[config.mk]
export PLATFORM = sky130hd
export DESIGN_NAME = fetch_sequencer_flat
export DESIGN_NICKNAME = d
export VERILOG_FILES = /design/src/rtl/fetch_sequencer_if.sv /design/src/rtl/fetch_sequencer.sv /design/src/flat_wrapper.sv
export SDC_FILE = /design/constraint.sdc
export NUM_CORES = 1
export LEC_CHECK = 0
export ABC_CLOCK_PERIOD_IN_PS = 6900
export CORE_MARGIN = 3
export CORE_UTILIZATION = 35
export DETAILED_ROUTE_END_ITERATION = 6
export PLACE_DENSITY = 0.66
export REMOVE_ABC_BUFFERS = 1
export SLEW_MARGIN = 30
export SYNTH_ARGS = -nofsm -noshare
export SYNTH_HDL_FRONTEND = slang
export SYNTH_SLANG_ARGS = --single-unit
[constraint.sdc]
create_clock -name clk -period 6.9 [get_ports clk]
set_clock_uncertainty 0.1 [all_clocks]
set_input_delay 1.38 -clock clk [delete_from_list [all_inputs] [get_ports clk]]
set_output_delay 1.38 -clock clk [all_outputs]
set_load 0.005 [all_outputs]
[src/rtl/fetch_sequencer_if.sv]
// Fetch-side bus bundle: instruction-memory request/response and the IF/ID
// hand-off. The sequencer drives it through the master modport; memory and
// the IF/ID register sit on the slave side.
interface fetch_sequencer_if #(
  parameter int ADDR_WIDTH  = 32,
  parameter int INSTR_WIDTH = 32
);
  logic                   imem_req;
  logic [ADDR_WIDTH-1:0]  imem_addr;
  logic                   imem_ready;
  logic [INSTR_WIDTH-1:0] imem_rdata;
  logic                   if_valid;
  logic [INSTR_WIDTH-1:0] if_instr;
  logic [ADDR_WIDTH-1:0]  if_pc;

  modport master (
    output imem_req, imem_addr, if_valid, if_instr, if_pc,
    input  imem_ready, imem_rdata
  );

  modport slave (
    input  imem_req, imem_addr, if_valid, if_instr, if_pc,
    output imem_ready, imem_rdata
  );
endinterface

[src/rtl/fetch_sequencer.sv]
// Fetch sequencer: decides each cycle whether the PC advances, redirects or
// holds, drives the instruction-memory request and presents fetched
// instructions to IF/ID, parking one that arrives while decode is stalled.
//
// state | meaning
// ------+---------------------------------------------------------------
// BOOT  | one idle cycle after reset, all strobes low
// FETCH | request outstanding at pc_current, waiting for imem_ready
// HOLD  | fetched instruction parked while decode stalls, no request
module fetch_sequencer #(
  parameter int ADDR_WIDTH   = 32,
  parameter int INSTR_WIDTH  = 32,
  parameter int PC_INCREMENT = 4
) (
  input  logic                  clk,
  input  logic                  reset,
  input  logic [ADDR_WIDTH-1:0] pc_current,
  output logic                  pc_enable,
  output logic [ADDR_WIDTH-1:0] pc_next,
  fetch_sequencer_if.master     bus,
  input  logic                  stall,
  input  logic                  branch_taken,
  input  logic [ADDR_WIDTH-1:0] branch_target,
  output logic                  flush
);

  typedef enum logic [1:0] {
    BOOT  = 2'd0,
    FETCH = 2'd1,
    HOLD  = 2'd2
  } fsm_t;

  fsm_t                   fsm;
  logic                   pending_valid;
  logic [ADDR_WIDTH-1:0]  pending_target;
  logic [INSTR_WIDTH-1:0] hold_instr;
  logic [ADDR_WIDTH-1:0]  hold_pc;
  logic [ADDR_WIDTH-1:0]  pc_seq;

  // Sequential successor; wraps naturally at the top of the address space.
  assign pc_seq = pc_current + ADDR_WIDTH'(PC_INCREMENT);

  // State and side registers: redirect remembered until the outstanding
  // fetch completes, and the instruction parked during a decode stall.
  always_ff @(posedge clk) begin
    if (reset) begin
      fsm            <= BOOT;
      pending_valid  <= 1'b0;
      pending_target <= '0;
      hold_instr     <= '0;
      hold_pc        <= '0;
    end else begin
      case (fsm)
        BOOT: fsm <= FETCH;
        FETCH: begin
          if (branch_taken) begin
            // A redirect that cannot load yet waits for the in-flight
            // response; a newer one replaces an older one.
            pending_valid <= !bus.imem_ready;
            if (!bus.imem_ready) pending_target <= branch_target;
          end else if (bus.imem_ready) begin
            if (pending_valid) begin
              pending_valid <= 1'b0;
            end else if (stall) begin
              hold_instr <= bus.imem_rdata;
              hold_pc    <= pc_current;
              fsm        <= HOLD;
            end
          end
        end
        HOLD: begin
          if (branch_taken || !stall) fsm <= FETCH;
        end
        default: fsm <= BOOT;
      endcase
    end
  end

  // Outputs are decoded from the registered state and the current inputs so
  // a single-cycle memory yields one instruction per clock.
  always_comb begin
    pc_enable     = 1'b0;
    pc_next       = pc_seq;
    flush         = 1'b0;
    bus.imem_req  = 1'b0;
    bus.imem_addr = pc_current;
    bus.if_valid  = 1'b0;
    bus.if_instr  = '0;
    bus.if_pc     = '0;
    if (reset) begin
      pc_next       = '0;
      bus.imem_addr = '0;
    end else begin
      case (fsm)
        FETCH: begin
          bus.imem_req = 1'b1;
          if (branch_taken) begin
            flush = 1'b1;
            if (bus.imem_ready) begin
              pc_enable = 1'b1;
              pc_next   = branch_target;
            end
          end else if (bus.imem_ready) begin
            pc_enable = 1'b1;
            if (pending_valid) begin
              // Response belongs to the wrong path: drop it and redirect.
              pc_next = pending_target;
            end else if (!stall) begin
              bus.if_valid = 1'b1;
              bus.if_instr = bus.imem_rdata;
              bus.if_pc    = pc_current;
            end
          end
        end
        HOLD: begin
          if (branch_taken) begin
            flush     = 1'b1;
            pc_enable = 1'b1;
            pc_next   = branch_target;
          end else if (!stall) begin
            bus.if_valid = 1'b1;
            bus.if_instr = hold_instr;
            bus.if_pc    = hold_pc;
          end
        end
        default: ;
      endcase
    end
  end

endmodule

[src/flat_wrapper.sv]
// flat-port wrapper written by rule: the top's interface ports become plain ports
module fetch_sequencer_flat 
#(
  parameter int ADDR_WIDTH   = 32,
  parameter int INSTR_WIDTH  = 32,
  parameter int PC_INCREMENT = 4
)
  (clk, reset, pc_current, pc_enable, pc_next, stall, branch_taken, branch_target, flush, bus_imem_req, bus_imem_addr, bus_if_valid, bus_if_instr, bus_if_pc, bus_imem_ready, bus_imem_rdata);
  fetch_sequencer_if #(.ADDR_WIDTH(ADDR_WIDTH), .INSTR_WIDTH(INSTR_WIDTH)) bus_i ();
  input  logic clk;
  input  logic reset;
  input  logic [ADDR_WIDTH-1:0] pc_current;
  output logic pc_enable;
  output logic [ADDR_WIDTH-1:0] pc_next;
  input  logic stall;
  input  logic branch_taken;
  input  logic [ADDR_WIDTH-1:0] branch_target;
  output logic flush;
  output wire logic [$bits(bus_i.imem_req)-1:0] bus_imem_req;
  output wire logic [$bits(bus_i.imem_addr)-1:0] bus_imem_addr;
  output wire logic [$bits(bus_i.if_valid)-1:0] bus_if_valid;
  output wire logic [$bits(bus_i.if_instr)-1:0] bus_if_instr;
  output wire logic [$bits(bus_i.if_pc)-1:0] bus_if_pc;
  input wire logic [$bits(bus_i.imem_ready)-1:0] bus_imem_ready;
  input wire logic [$bits(bus_i.imem_rdata)-1:0] bus_imem_rdata;
  assign bus_imem_req = bus_i.imem_req;
  assign bus_imem_addr = bus_i.imem_addr;
  assign bus_if_valid = bus_i.if_valid;
  assign bus_if_instr = bus_i.if_instr;
  assign bus_if_pc = bus_i.if_pc;
  assign bus_i.imem_ready = bus_imem_ready;
  assign bus_i.imem_rdata = bus_imem_rdata;
  fetch_sequencer #(.ADDR_WIDTH(ADDR_WIDTH), .INSTR_WIDTH(INSTR_WIDTH), .PC_INCREMENT(PC_INCREMENT)) u_core (.clk(clk), .reset(reset), .pc_current(pc_current), .pc_enable(pc_enable), .pc_next(pc_next), .bus(bus_i), .stall(stall), .branch_taken(branch_taken), .branch_target(branch_target), .flush(flush));
endmodule
---- Yosys cells after proc, flatten, opt, wreduce, memory -nomap -nowiden ----
Cells that the tools add are included.
word-level totals
  bits in read-only memories .............. 0
  word-level logic and storage cells ...... 73
  memories kept ........................... 0
  bits in writable memories ............... 0
  bits in latches ......................... 0
  input bits .............................. 101
  register bits after elaboration ......... 99
  output and inout bits ................... 132
operators by class
  magnitude comparators ................... 0
  multipliers ............................. 0
  shifts and indexed selects .............. 0
  divide/modulo/power cells ............... 0
  multiplexer cells ....................... 47
  equality and inequality tests ........... 7
  bitwise logic cells ..................... 3
  $add $sub $neg .......................... 1
  reductions and logical operators ........ 10
operators with widths
  operator                                              count
  two-way mux 32 bit                                    21
  one-hot mux 32 bit (2 select lines)                   3
  adder 32 x 3 -> 32 bit (second input constant)        1
  two-way mux 1 bit                                     15
  two-way mux 2 bit                                     5
  AND reduction 5 bit                                   2
  != test 2 bit (second input constant)                 4
  one-hot mux 2 bit (3 select lines)                    1
  one-hot mux 1 bit (2 select lines)                    2
  inverter 1 bit                                        3
  AND reduction 3 bit                                   1
  equality test 2 x 1 -> 1 bit (second input constant)  1
  equality test 2 bit (second input constant)           1
  zero test 1 bit                                       2
  zero test 2 bit                                       1
  != test 2 x 1 -> 1 bit (second input constant)        1
  AND reduction 2 bit                                   1
  nonzero test 2 bit                                    1
  OR reduction 2 bit                                    1
  logical OR 1 bit                                      1

---- Depth between registers and ports, before layout ----
Gate-level depths: netlist of run 1.
  word-level depth ........................ 6
  depth in mapped cells ................... 9

---- Least setup slack after synthesis of run 1 ----
OpenSTA, ideal clock, no wires.
  path kind ............................... input -> output
  from .................................... input port pc_current[22]
  to ...................................... output port pc_next[27]
  arrival time ............................ 2.530 ns
  setup slack ............................. 2.890 ns
  data required time ...................... 5.420 ns
  stages .................................. 6
  path through ............................ buf_2 -> and4_4 -> nand4_4 -> nor4_4 -> xnor2_1 -> a211oi_2
between the ends
  longest elaborated chain between the ends .. 6
  elaborated cells on any way between the ends .. 8
  those cells by class .................... 1 x add/sub; 7 x mux
ends and longest elaborated chain
  item                                     line                    text
  start: declaration                       flat_wrapper.sv:12      input logic [ADDR_WIDTH-1:0] pc_current;
  adder 32 x 3 -> 32 bit (*)               fetch_sequencer.sv:41   assign pc_seq = pc_current + ADDR_WIDTH'(PC_INCREMENT);
  two-way mux 32 bit                       fetch_sequencer.sv:105  if (pending_valid) begin
  two-way mux 32 bit                       fetch_sequencer.sv:103  end else if (bus.imem_ready) begin
  two-way mux 32 bit                       fetch_sequencer.sv:97   if (branch_taken) begin
  one-hot mux 32 bit (2 select lines) (*)  fetch_sequencer.sv:94   case (fsm)
  two-way mux 32 bit (*)                   fetch_sequencer.sv:90   if (reset) begin
  end: declaration                         flat_wrapper.sv:14      output logic [ADDR_WIDTH-1:0] pc_next;
Mark *: on every way between the ends. The rest lies on a longest branch, timed or not.

---- Worst setup path after layout of run 1 ----
  from .................................... input port bus_imem_ready
  to ...................................... output port pc_next[7]
between the ends
  longest elaborated chain between the ends .. 4
  elaborated cells on any way between the ends .. 5
  those cells by class .................... 5 x mux
ends and longest elaborated chain
  item                                          line                                           text
  start: declaration                            flat_wrapper.sv:24                             input wire logic [$bits(bus_i.imem_ready)-1:0] bus_imem_ready;
  two-way mux 32 bit, on equally long branches  fetch_sequencer.sv:103, fetch_sequencer.sv:99
  two-way mux 32 bit (*)                        fetch_sequencer.sv:97
  one-hot mux 32 bit (2 select lines) (*)       fetch_sequencer.sv:94
  two-way mux 32 bit (*)                        fetch_sequencer.sv:90
Marks and branches as above.

==> results of run 1 <==
## cell type report
class                   instances  area [um^2]  area share
flip-flops and latches         99         1980       0.227
clock buffers                  10          229      0.0263
inverters                       9         33.8     0.00388
well taps                     220          275      0.0316
clock inverters                 6         78.8     0.00904
multi-input cells             677         3700       0.425
repair buffers                243         2410       0.277
## cell usage after synthesis, drive strengths merged
cell / number / area share
o21ai: 7 / 0.0058
dfxtp: 99 / 0.33
o2bb2ai: 1 / 0.0015
nand2: 215 / 0.13
a32oi: 1 / 0.0015
a211oi: 5 / 0.0070
xor2: 4 / 0.0058
nor3b: 3 / 0.0037
xnor2: 24 / 0.035
a22oi: 92 / 0.11
a21oi: 108 / 0.090
nand4: 7 / 0.0097
a211o: 2 / 0.0029
a2bb2oi: 5 / 0.0073
nor4: 4 / 0.0077
buf: 38 / 0.031
and2: 2 / 0.0021
nor2b: 35 / 0.036
inv: 9 / 0.0056
nor2: 92 / 0.057
clkbuf: 44 / 0.028
nand2b: 4 / 0.0041
and4: 5 / 0.0085
nand3: 11 / 0.0099
a31oi: 2 / 0.0021
and3: 5 / 0.0052
o32ai: 7 / 0.011
o21ba: 1 / 0.0017
o22ai: 17 / 0.018
nand3b: 1 / 0.0012
nor3: 9 / 0.0099
o221ai: 2 / 0.0029
o21a: 1 / 0.0012
ha: 4 / 0.0083
a21o: 1 / 0.0012
## routing by layer
layer / vias to the layer above / track usage / share of wire
met5: - / 0 / 0
met4: 0 / 0.0582 / 0.012
met3: 21 / 0.0467 / 0.067
met2: 233 / 0.363 / 0.47
met1: 3209 / 0.307 / 0.45
li1: 3346 / - / -
## how the worst max path moves through the flow
stage / from / to / slack [ns] / cells after the start
4_1_cts: bus_imem_ready / pc_next[7] / 1.14 / 8
5_1_grt: bus_imem_ready / pc_next[7] / 0.94 / 8
6_report: bus_imem_ready / pc_next[7] / 1.10 / 8
3_3_place_gp: bus_imem_ready / bus_if_pc[21] / 1.16 / 8
3_5_place_dp: bus_imem_ready / pc_next[7] / 1.15 / 8
2_1_floorplan: bus_imem_ready / bus_if_instr[0] / 1.19 / 5
## worst max-delay path, delay by kind of cell
| family | cells | cell delay [ns] |
|---|---|---|
| AOI/OAI and AO/OA | 2 | 0.22 |
| buffers and inverters | 3 | 1.55 |
| and+or+nand+nor | 3 | 1.15 |
## registers in the layout, summed over array words and instances, names as in the netlist
register,flops
u_core.hold_instr,32
u_core.hold_pc,32
u_core.pending_target,32
u_core.fsm,2
u_core.pending_valid,1
## per-stage QoR
step	setup WS, ns	std cells	hold WS (ns)
3_3_place_gp	1.16	1248	0.342
5_1_grt	0.942	1264	0.371
3_5_place_dp	1.15	1248	0.346
2_1_floorplan	1.19	785	0.330
6_report	1.10	1264	0.355
4_1_cts	1.14	1264	0.356
## kinds of logic (layout without fill, tap and decap cells)
logic type / Yosys count / after routing / synth area share
AND/OR/NAND/NOR: 393 / 393 / 0.291
AO/OA/AOI/OAI: 252 / 252 / 0.269
flip-flops: 99 / 99 / 0.328
buffers and inverters: 91 / 268 / 0.0638
XOR/XNOR: 28 / 28 / 0.0406
adder cells (fa/ha/maj): 4 / 4 / 0.00829
## layout by cell type, fill, tap and decap left out, types with 3 or more instances in the layout
| cell type | count |
|---|---|
| nor3b_1 | 3 |
| xnor2_1 | 24 |
| nor3_2 | 3 |
| clkdlybuf4s50_1 | 231 |
| xor2_1 | 4 |
| o32ai_1 | 6 |
| a2bb2oi_1 | 5 |
| inv_1 | 8 |
| nand2_1 | 214 |
| clkbuf_16 | 9 |
| nand4_1 | 6 |
| ha_1 | 4 |
| nor2_1 | 90 |
| and3_1 | 4 |
| nor2b_1 | 34 |
| o21ai_0 | 7 |
| a211oi_1 | 4 |
| dfxtp_1 | 99 |
| and4_4 | 3 |
| a22oi_1 | 92 |
| o22ai_1 | 17 |
| nand2b_1 | 3 |
| nand3_1 | 9 |
| buf_4 | 11 |
| nor3_1 | 6 |
| a21oi_1 | 107 |
## power by group through the flow
stage | logic (W) | clock network [W] | registers, W
2_1_floorplan | 0.000145 | 0 | 0.000609
3_3_place_gp | 0.000355 | 0 | 0.000611
3_5_place_dp | 0.000356 | 0 | 0.000611
4_1_cts | 0.000357 | 0.000548 | 0.000598
5_1_grt | 0.000388 | 0.000567 | 0.000601
6_report | 0.000357 | 0.000533 | 0.000599
==> metrics.txt, run 1 <==
Fillers=1724; switching share of power=0.297; post-layout utilization of the core=0.520; y dimension of the die=roughly 140 um; leakage power summed over all cells=approximately 2.7 nW; biggest fanout along the worst timing path=15; I/O pin count=~230; total wire length after detailed routing=about 22000 um; hold crit path type=flip-flop to flip-flop; starting density of the core=0.360; horizontal die dimension=137 um; DP Wirelength=15100 um; CTS tree=built; first-iteration detailed-routing DRC count=roughly 460; run status=finished clean; standard cell core area=0.0168 mm^2; number of nets in the final layout=between 1000 and 1500; remaining routing DRC violations=0; Hold Path Depth=2; overall power consumption=around 0.0015 W; # hold bufs at CTS=0; overall die area=between 0.015 and 0.02 mm^2; n_diodes=0; sequential share of power=0.402; Final ANT Viol Nets=0; Max Buffers Root-to-Sink=2; number of register bits inferred by synthesis=about 100; placement-stage cell area=0.00841 mm^2; final-report setup violation count=0; clock tree root buffer cell=clkbuf_16; Power Internal=about 0.0010 W; number of max-cap violations=0; Total GRT Usage=0.225; distinct cell type count of the synthesized netlist=slightly below 50; drt via density=roughly 5.4; reg2reg setup slack=about 4.4 ns; fraction of final layout cells with drive strength greater than 1=0.0469; GP Congestion=around 0.84; routed vias=about 6800; number of cells produced by synthesis=867; reported net switching power=~0.00044 W; total grt overflow=0; sum of negative setup slack=0 ns; RSZ-0062 raised after global routing=no; mean instance size in the synthesized netlist=approximately 7.0 um^2; antenna violations before repair=0; CP max stage cell=clkdlybuf4s50_1; global-route wire length before repair=between 30000 and 40000 um; number of gates given a new drive strength after cts=0; placement row count=47; clock power share=0.358; number of global-route vias before repair=slightly above 6000; average detailed-routed wire length per instance=about 18 um; # port buffers=~230; reg2reg path depth=7; worst hold endpoint=u_core.hold_pc[12]$_SDFFE_PP0P_; yosys synthesis warning count=0; Worst-Skew Late Latency=around 0.34 ns; critical hold path startpoint=u_core.hold_pc[12]$_SDFFE_PP0P_; IR drop worst, VDD=109 uV; actual transition at the worst max-transition pin=about 0.86 ns; clk slew on worst S/H paths=around 0.07 ns; Reg-to-Reg End=u_core.hold_instr[0]$_SDFFE_PP0P_; critical path required time=approximately 5.4 ns; Fmax achieved=between 150 and 200 MHz; largest net degree at the start of global routing=75; reg-to-reg startpoint=u_core.fsm[1]$_SDFFE_PP0P_; area growth from synthesis to layout=44.3%; Logic pwr share=0.240; clock buffer count from CTS=9; number of slew-limit violations in the final report=0; count of buffers added by post-CTS timing repair for setup=0; fin crit period=approximately 5.8 ns; total power per unit cell area=171 mW/mm^2; Relative slew margins=0.429; # H-tree levels=3; launching element type of the critical path=primary input; cell area after layout=between 0.008 and 0.009 mm^2; ratio of final minimum period to clock period=0.840; sink count of the clock tree=99; Pre-antenna DRT Iters=5; Post-Synthesis Cell Area=a little over 0.006 mm^2; sequential element share of the synthesized area=0.328; slowest cell delay on critical path=between 0.7 and 0.8 ns; most numerous cell on the critical path=clkdlybuf4s50_1; category of the critical setup timing path=primary input to primary output; arrival time of the worst setup path=4.32 ns; critical-path cell list=clkdlybuf4s50_1 -> nor2b_1 -> and3_1 -> buf_4 -> a22oi_1 -> a2bb2oi_1 -> nor2_1 -> clkdlybuf4s50_1; nature of the critical path endpoint=primary output; Fin. Hold Viols=0
(Power assumes the default switching activity.)
==> inputs of run 2 (changes only) <==
ABC_CLOCK_PERIOD_IN_PS = 5300   (was 6900)
PLACE_DENSITY = 0.69   (was 0.66)
clock period = 5.3 ns   (was 6.9 ns; I/O delays follow)
==> run 2 against run 1 <==
Net effect: via count up 2.8%; count of clock-buffer cells in the layout fell by 1; die area unchanged; sequential share of layout area down 0.54 points; worst hold slack hardly changed; core utilization up 1.3 points; largest cell class unchanged; highest routed layer unchanged.
==> metrics.txt, run 2 (synthesized netlist as in run 1, its figures left out) <==
hold crit path type=flip-flop to flip-flop; GP Congestion=0.861 (+2.4%); drt via density=5.47 (+1.5%); y dimension of the die=137 um (unchanged); global-route wire length before repair=34900 um (+3.5%); total power per unit cell area=229 mW/mm^2 (+34%); met3 Resource Use GR=0.0489 (+0.00219); area growth from synthesis to layout=47.8%; run status=finished clean; commonest cells after routing, fill and taps aside=231 x clkdlybuf4s50_1, 214 x nand2_1, 107 x a21oi_1; Setup WS post-layout=0.522 ns (-0.582 ns); fraction of met2 tracks used by global routing=0.365 (+0.00191); Worst-Skew Late Latency=0.35 ns (about the same); number of gates given a new drive strength after cts=0 (unchanged); launching element type of the critical path=primary input; RSZ-0062 raised after global routing=no; number of global-route vias before repair=6456 (+3.6%); routed vias=6998 (+2.8%); CTS tree=built; Fin. Hold Viols=0 (unchanged); final-report setup violation count=0 (unchanged); pre-CTS setup slack=0.541 ns (-0.604 ns); sink count of the clock tree=99 (unchanged); number of nets in the final layout=1160 (+1.4%); Max Buffers Root-to-Sink=2 (unchanged); ratio of final minimum period to clock period=0.902; # port buffers=232 (unchanged); Pre-antenna DRT Iters=5 (unchanged); reg2reg setup slack=2.38 ns (-2.02 ns); starting density of the core=0.360 (unchanged); Fillers=1634 (-5.2%); leakage power summed over all cells=2.76 nW (+4.0%); average detailed-routed wire length per instance=17.9 um (+2.0%); largest net degree at the start of global routing=63 (-16%); # H-tree levels=3 (unchanged); fraction of met1 tracks used by global routing=0.315 (+0.00855); count of buffers added by post-CTS timing repair for setup=0 (unchanged); most frequent standard cell in the layout excluding fill and tap cells=clkdlybuf4s50_1; IR drop worst, VDD=141 uV (+30%); placement row count=47 (unchanged); critical path required time=4.14 ns (-1.28 ns); overall power consumption=0.00204 W (+37%); horizontal die dimension=137 um (unchanged); clock buffer count from CTS=9 (unchanged); actual transition at the worst max-transition pin=0.911 ns (+0.0537 ns); arrival time of the worst setup path=3.62 ns (-0.70 ns); total wire length after detailed routing=23000 um (+3.3%); category of the critical setup timing path=primary input to primary output; sum of negative setup slack=0 ns (unchanged); n_diodes=0 (unchanged); Relative slew margins=0.392 (-0.0365); antenna violations before repair=0 (unchanged); # hold bufs at CTS=0 (unchanged); GRT Max-Usage Layer=met2; fin crit period=~4.8 ns; I/O pin count=233 (unchanged); standard cell core area=0.0168 mm^2 (unchanged); Total GRT Usage=0.233 (+0.00766); fraction of final layout cells with drive strength greater than 1=0.0623 (+0.0153); Final ANT Viol Nets=0 (unchanged); clock tree root buffer cell=clkbuf_16; nature of the critical path endpoint=primary output; number of slew-limit violations in the final report=0 (unchanged); leading registers by flop count=u_core.hold_instr (32), u_core.hold_pc (32), u_core.pending_target (32); worst hold slack=0.355 ns (+0.0000260 ns); overall die area=0.0189 mm^2 (unchanged); first-iteration detailed-routing DRC count=492 (+6.3%); Fmax achieved=209 MHz; remaining routing DRC violations=0 (unchanged); placement-stage cell area=0.00858 mm^2 (+2.0%); biggest fanout along the worst timing path=8 (-7); number of max-cap violations=0 (unchanged); cell area after layout=0.00893 mm^2 (+2.4%); DP Wirelength=15900 um (+5.2%); total grt overflow=0 (unchanged); clk slew on worst S/H paths=0.07 ns (about the same)
-- run 2: final cells by class --
| type | instances | area [um^2] | share of cell area |
|---|---|---|---|
| multi-input cells | 677 | 3700 | 0.415 |
| repair buffers | 259 | 2580 | 0.290 |
| flip-flops and latches | 99 | 1980 | 0.222 |
| well taps | 220 | 275 | 0.0308 |
| clock buffers | 9 | 225 | 0.0252 |
| clock inverters | 7 | 124 | 0.0139 |
| inverters | 9 | 33.8 | 0.00378 |
-- run 2: worst max-delay path, cell delays in order --
cell	delay, ns
clkdlybuf4s50_1	0.67
and4_1	0.47
nand3_1	0.20
nor3_2	0.28
xnor2_1	0.09
o32ai_1	0.27
clkdlybuf4s50_1	0.57
-- run 2: routing by layer --
metal  share of wire  vias up  routed length (um)
li1                -     3366                   -
met1            0.43     3302                9870
met2            0.46      287               10600
met3           0.081       43                1860
met4           0.028        0                 644
met5               0        -                   0
-- run 2: final timing paths --
path / end / cells after the start / from
worst max-delay path: pc_next[31] / 7 / pc_current[5]
worst min-delay path: u_core.hold_pc[4]$_SDFFE_PP0P_ / 2 / u_core.hold_pc[4]$_SDFFE_PP0P_
worst max register to register: u_core.hold_instr[9]$_SDFFE_PP0P_ / 7 / u_core.fsm[1]$_SDFFE_PP0P_
worst min register to register: u_core.hold_pc[4]$_SDFFE_PP0P_ / 2 / u_core.hold_pc[4]$_SDFFE_PP0P_
-- run 2: where the power goes --
part / leakage, nW / switching (W) / internal (W)
Clock: 0.166 / 0.000314 / 0.000465
Sequential: 0.801 / 0.0000133 / 0.000766
Combinational: 1.80 / 0.000251 / 0.000232
Total: 2.76 / 0.000578 / 0.00146
-- run 2: metrics by stage --
stage / util / instances
2_1_floorplan: - / 785
3_3_place_gp: 0.512 / 1264
3_5_place_dp: 0.512 / 1264
4_1_cts: 0.533 / 1280
5_1_grt: 0.533 / 1280
6_report: 0.533 / 1280
==> inputs of run 3 (changes only) <==
--- a/config.mk
+++ b/config.mk
@@ -13,2 +13,3 @@
 export REMOVE_ABC_BUFFERS = 1
+export SKIP_LAST_GASP = 1
 export SLEW_MARGIN = 30
--- a/constraint.sdc
+++ b/constraint.sdc
@@ -4,2 +4,2 @@
 set_output_delay 1.06 -clock clk [all_outputs]
-set_load 0.005 [all_outputs]
+set_load 0.1 [all_outputs]
==> run 3 against run 2 <==
Net effect: die area is the same; sequential power is essentially flat; critical path depth grew 1; flip-flop and latch count is the same; maximum frequency grew 0.35%; combinational power grew 77%; setup slack gained 0.017 ns; largest cell class unchanged; sequential share of layout area shrank 1.7 points; clock power shrank 18%.
==> metrics.txt, run 3 (synthesized netlist as in run 1, its figures left out) <==
switching share of power=0.392 (+0.109); largest net degree at the start of global routing=49 (-22%); commonest cells after routing, fill and taps aside=214 x nand2_1, 107 x a21oi_1, 100 x clkdlybuf4s50_1; nature of the critical path endpoint=primary output; Placed Instances=1261 (-0.24%); number of global-route vias before repair=6301 (-2.4%); fin crit period=4.76 ns (-0.0166 ns); total wire length after detailed routing=22800 um (-0.68%); # H-tree levels=3 (unchanged); Setup WS post-layout=0.538 ns (+0.0166 ns); placement-stage cell area=0.00939 mm^2 (+9.5%); Fin. Hold Viols=0 (unchanged); number of nets in the final layout=1157 (-0.26%); Power Internal=0.00138 W (-5.7%); total power per unit cell area=234 mW/mm^2 (+2.5%); Worst-Skew Late Latency=0.35 ns (about the same); most frequent standard cell in the layout excluding fill and tap cells=nand2_1; actual transition at the worst max-transition pin=0.973 ns (+0.0624 ns); Relative slew margins=0.349 (-0.0429); CTS tree=built; starting density of the core=0.360 (unchanged); IR drop worst, VDD=164 uV (+16%); global-route wire length before repair=34800 um (-0.14%); DP Wirelength=16200 um (+1.7%); drt via density=5.43 (-0.64%); # hold bufs at CTS=0 (unchanged); clock power share=0.282 (-0.100); RSZ-0062 raised after global routing=no; final instance count without filler cells=1277 (-0.23%); leakage power summed over all cells=3.22 nW (+17%); number of gates given a new drive strength after cts=0 (unchanged); n_diodes=0 (unchanged); reported net switching power=0.000890 W (+54%); total grt overflow=0 (unchanged); pre-CTS setup slack=0.639 ns (+0.0977 ns); Final ANT Viol Nets=0 (unchanged); routed vias=6937 (-0.87%); average detailed-routed wire length per instance=17.9 um (-0.45%); arrival time of the worst setup path=3.60 ns (-0.02 ns); fraction of final layout cells with drive strength greater than 1=0.183 (+0.120); top layer in use=met4; number of max-cap violations=0 (unchanged); overall power consumption=0.00227 W (+11%); horizontal die dimension=137 um (unchanged); y dimension of the die=137 um (unchanged); biggest fanout along the worst timing path=24 (+16); overall die area=0.0189 mm^2 (unchanged); count of buffers added by post-CTS timing repair for setup=0 (unchanged); hold crit path type=flip-flop to flip-flop; Met1 Wirelength=9640 um (-2.3%); I/O pin count=233 (unchanged); antenna violations before repair=0 (unchanged); met3 wire len=1690 um (-8.9%); Logic pwr share=0.375 (+0.139); clock buffer count from CTS=9 (unchanged); # port buffers=232 (unchanged); Pre-antenna DRT Iters=5 (unchanged); GP Congestion=0.874 (+1.4%); sink count of the clock tree=99 (unchanged); category of the critical setup timing path=primary input to primary output; remaining routing DRC violations=0 (unchanged); clock tree root buffer cell=clkbuf_16; leading registers by flop count=u_core.hold_instr (32), u_core.hold_pc (32), u_core.pending_target (32); first-iteration detailed-routing DRC count=651 (+32%); sequential share of power=0.343 (-0.039); final-report setup violation count=0 (unchanged); run status=finished clean; ratio of final minimum period to clock period=0.898 (-0.00313); number of slew-limit violations in the final report=0 (unchanged); area growth from synthesis to layout=60.3%; worst hold slack=0.355 ns (-0.000717 ns); standard cell core area=0.0168 mm^2 (unchanged); Max Buffers Root-to-Sink=2 (unchanged); Total GRT Usage=0.232 (-0.000865); routed length on met2=10900 um (+3.2%); clk slew on worst S/H paths=0.07 ns (about the same); cell area after layout=0.00968 mm^2 (+8.4%); launching element type of the critical path=primary input; critical path required time=4.14 ns (about the same); placement row count=47 (unchanged); Fmax achieved=210 MHz (+0.35%)
-- run 3: cell types whose count changed in the layout (fill, tap and decap cells not counted) --
cell,change
buf_12,+93
clkbuf_1,+1
clkinvlp_4,+1
clkdlybuf4s50_1,-131
clkinv_2,+1
nand3_4,+1
clkinv_4,-1
nand3_2,-1
bufinv_16,-3
clkbuf_8,+1
buf_4,+35
-- run 3: critical path: stages --
cell and delay (ns):
clkdlybuf4s50_1 0.64, nor2b_1 0.48, nand2_1 0.17, nor2_4 0.43, buf_12 0.24, a22oi_1 0.12
nor2_1 0.23, buf_12 0.21
-- run 3: path summary, 6_finish.rpt --
path | start | end | slack, ns | cells after the start
setup / recovery | branch_taken | bus_if_pc[6] | 0.54 | 8
hold / removal | u_core.hold_pc[30]$_SDFFE_PP0P_ | u_core.hold_pc[30]$_SDFFE_PP0P_ | 0.35 | 2
setup reg to reg | u_core.fsm[1]$_SDFFE_PP0P_ | u_core.hold_pc[31]$_SDFFE_PP0P_ | 2.46 | 7
hold reg to reg | u_core.hold_pc[30]$_SDFFE_PP0P_ | u_core.hold_pc[30]$_SDFFE_PP0P_ | 0.35 | 2
-- run 3: per-stage QoR --
step	utilization	TNS [ns]
2_1_floorplan	-	-64.86
3_3_place_gp	0.560	0
3_5_place_dp	0.560	0
4_1_cts	0.577	0
5_1_grt	0.578	0
6_report	0.578	0
-- run 3: final cells by class --
cell class	instances	area, um^2
Clock buffer	11	243
Clock inverter	5	37.5
Fill cell	1541	7080
Inverter	9	33.8
Multi-Input combinational cell	677	3710
Sequential cell	99	1980
Tap cell	220	275
Timing Repair Buffer	256	3400
-- run 3: power by group through the flow --
stage	clock network [W]	registers (W)	logic (W)
finish	0.000639	0.000779	0.000851
global route	0.000681	0.000781	0.000890
CTS	0.000655	0.000778	0.000851
detailed placement	0	0.000796	0.000849
global placement	0	0.000795	0.000846
floorplan	0	0.000793	0.000496
-- run 3: routing by layer --
layer  GRT usage  vias up
met4      0.0765        0
met2       0.374      269
met5           0        -
li1            -     3365
met1       0.308     3264
met3      0.0504       39
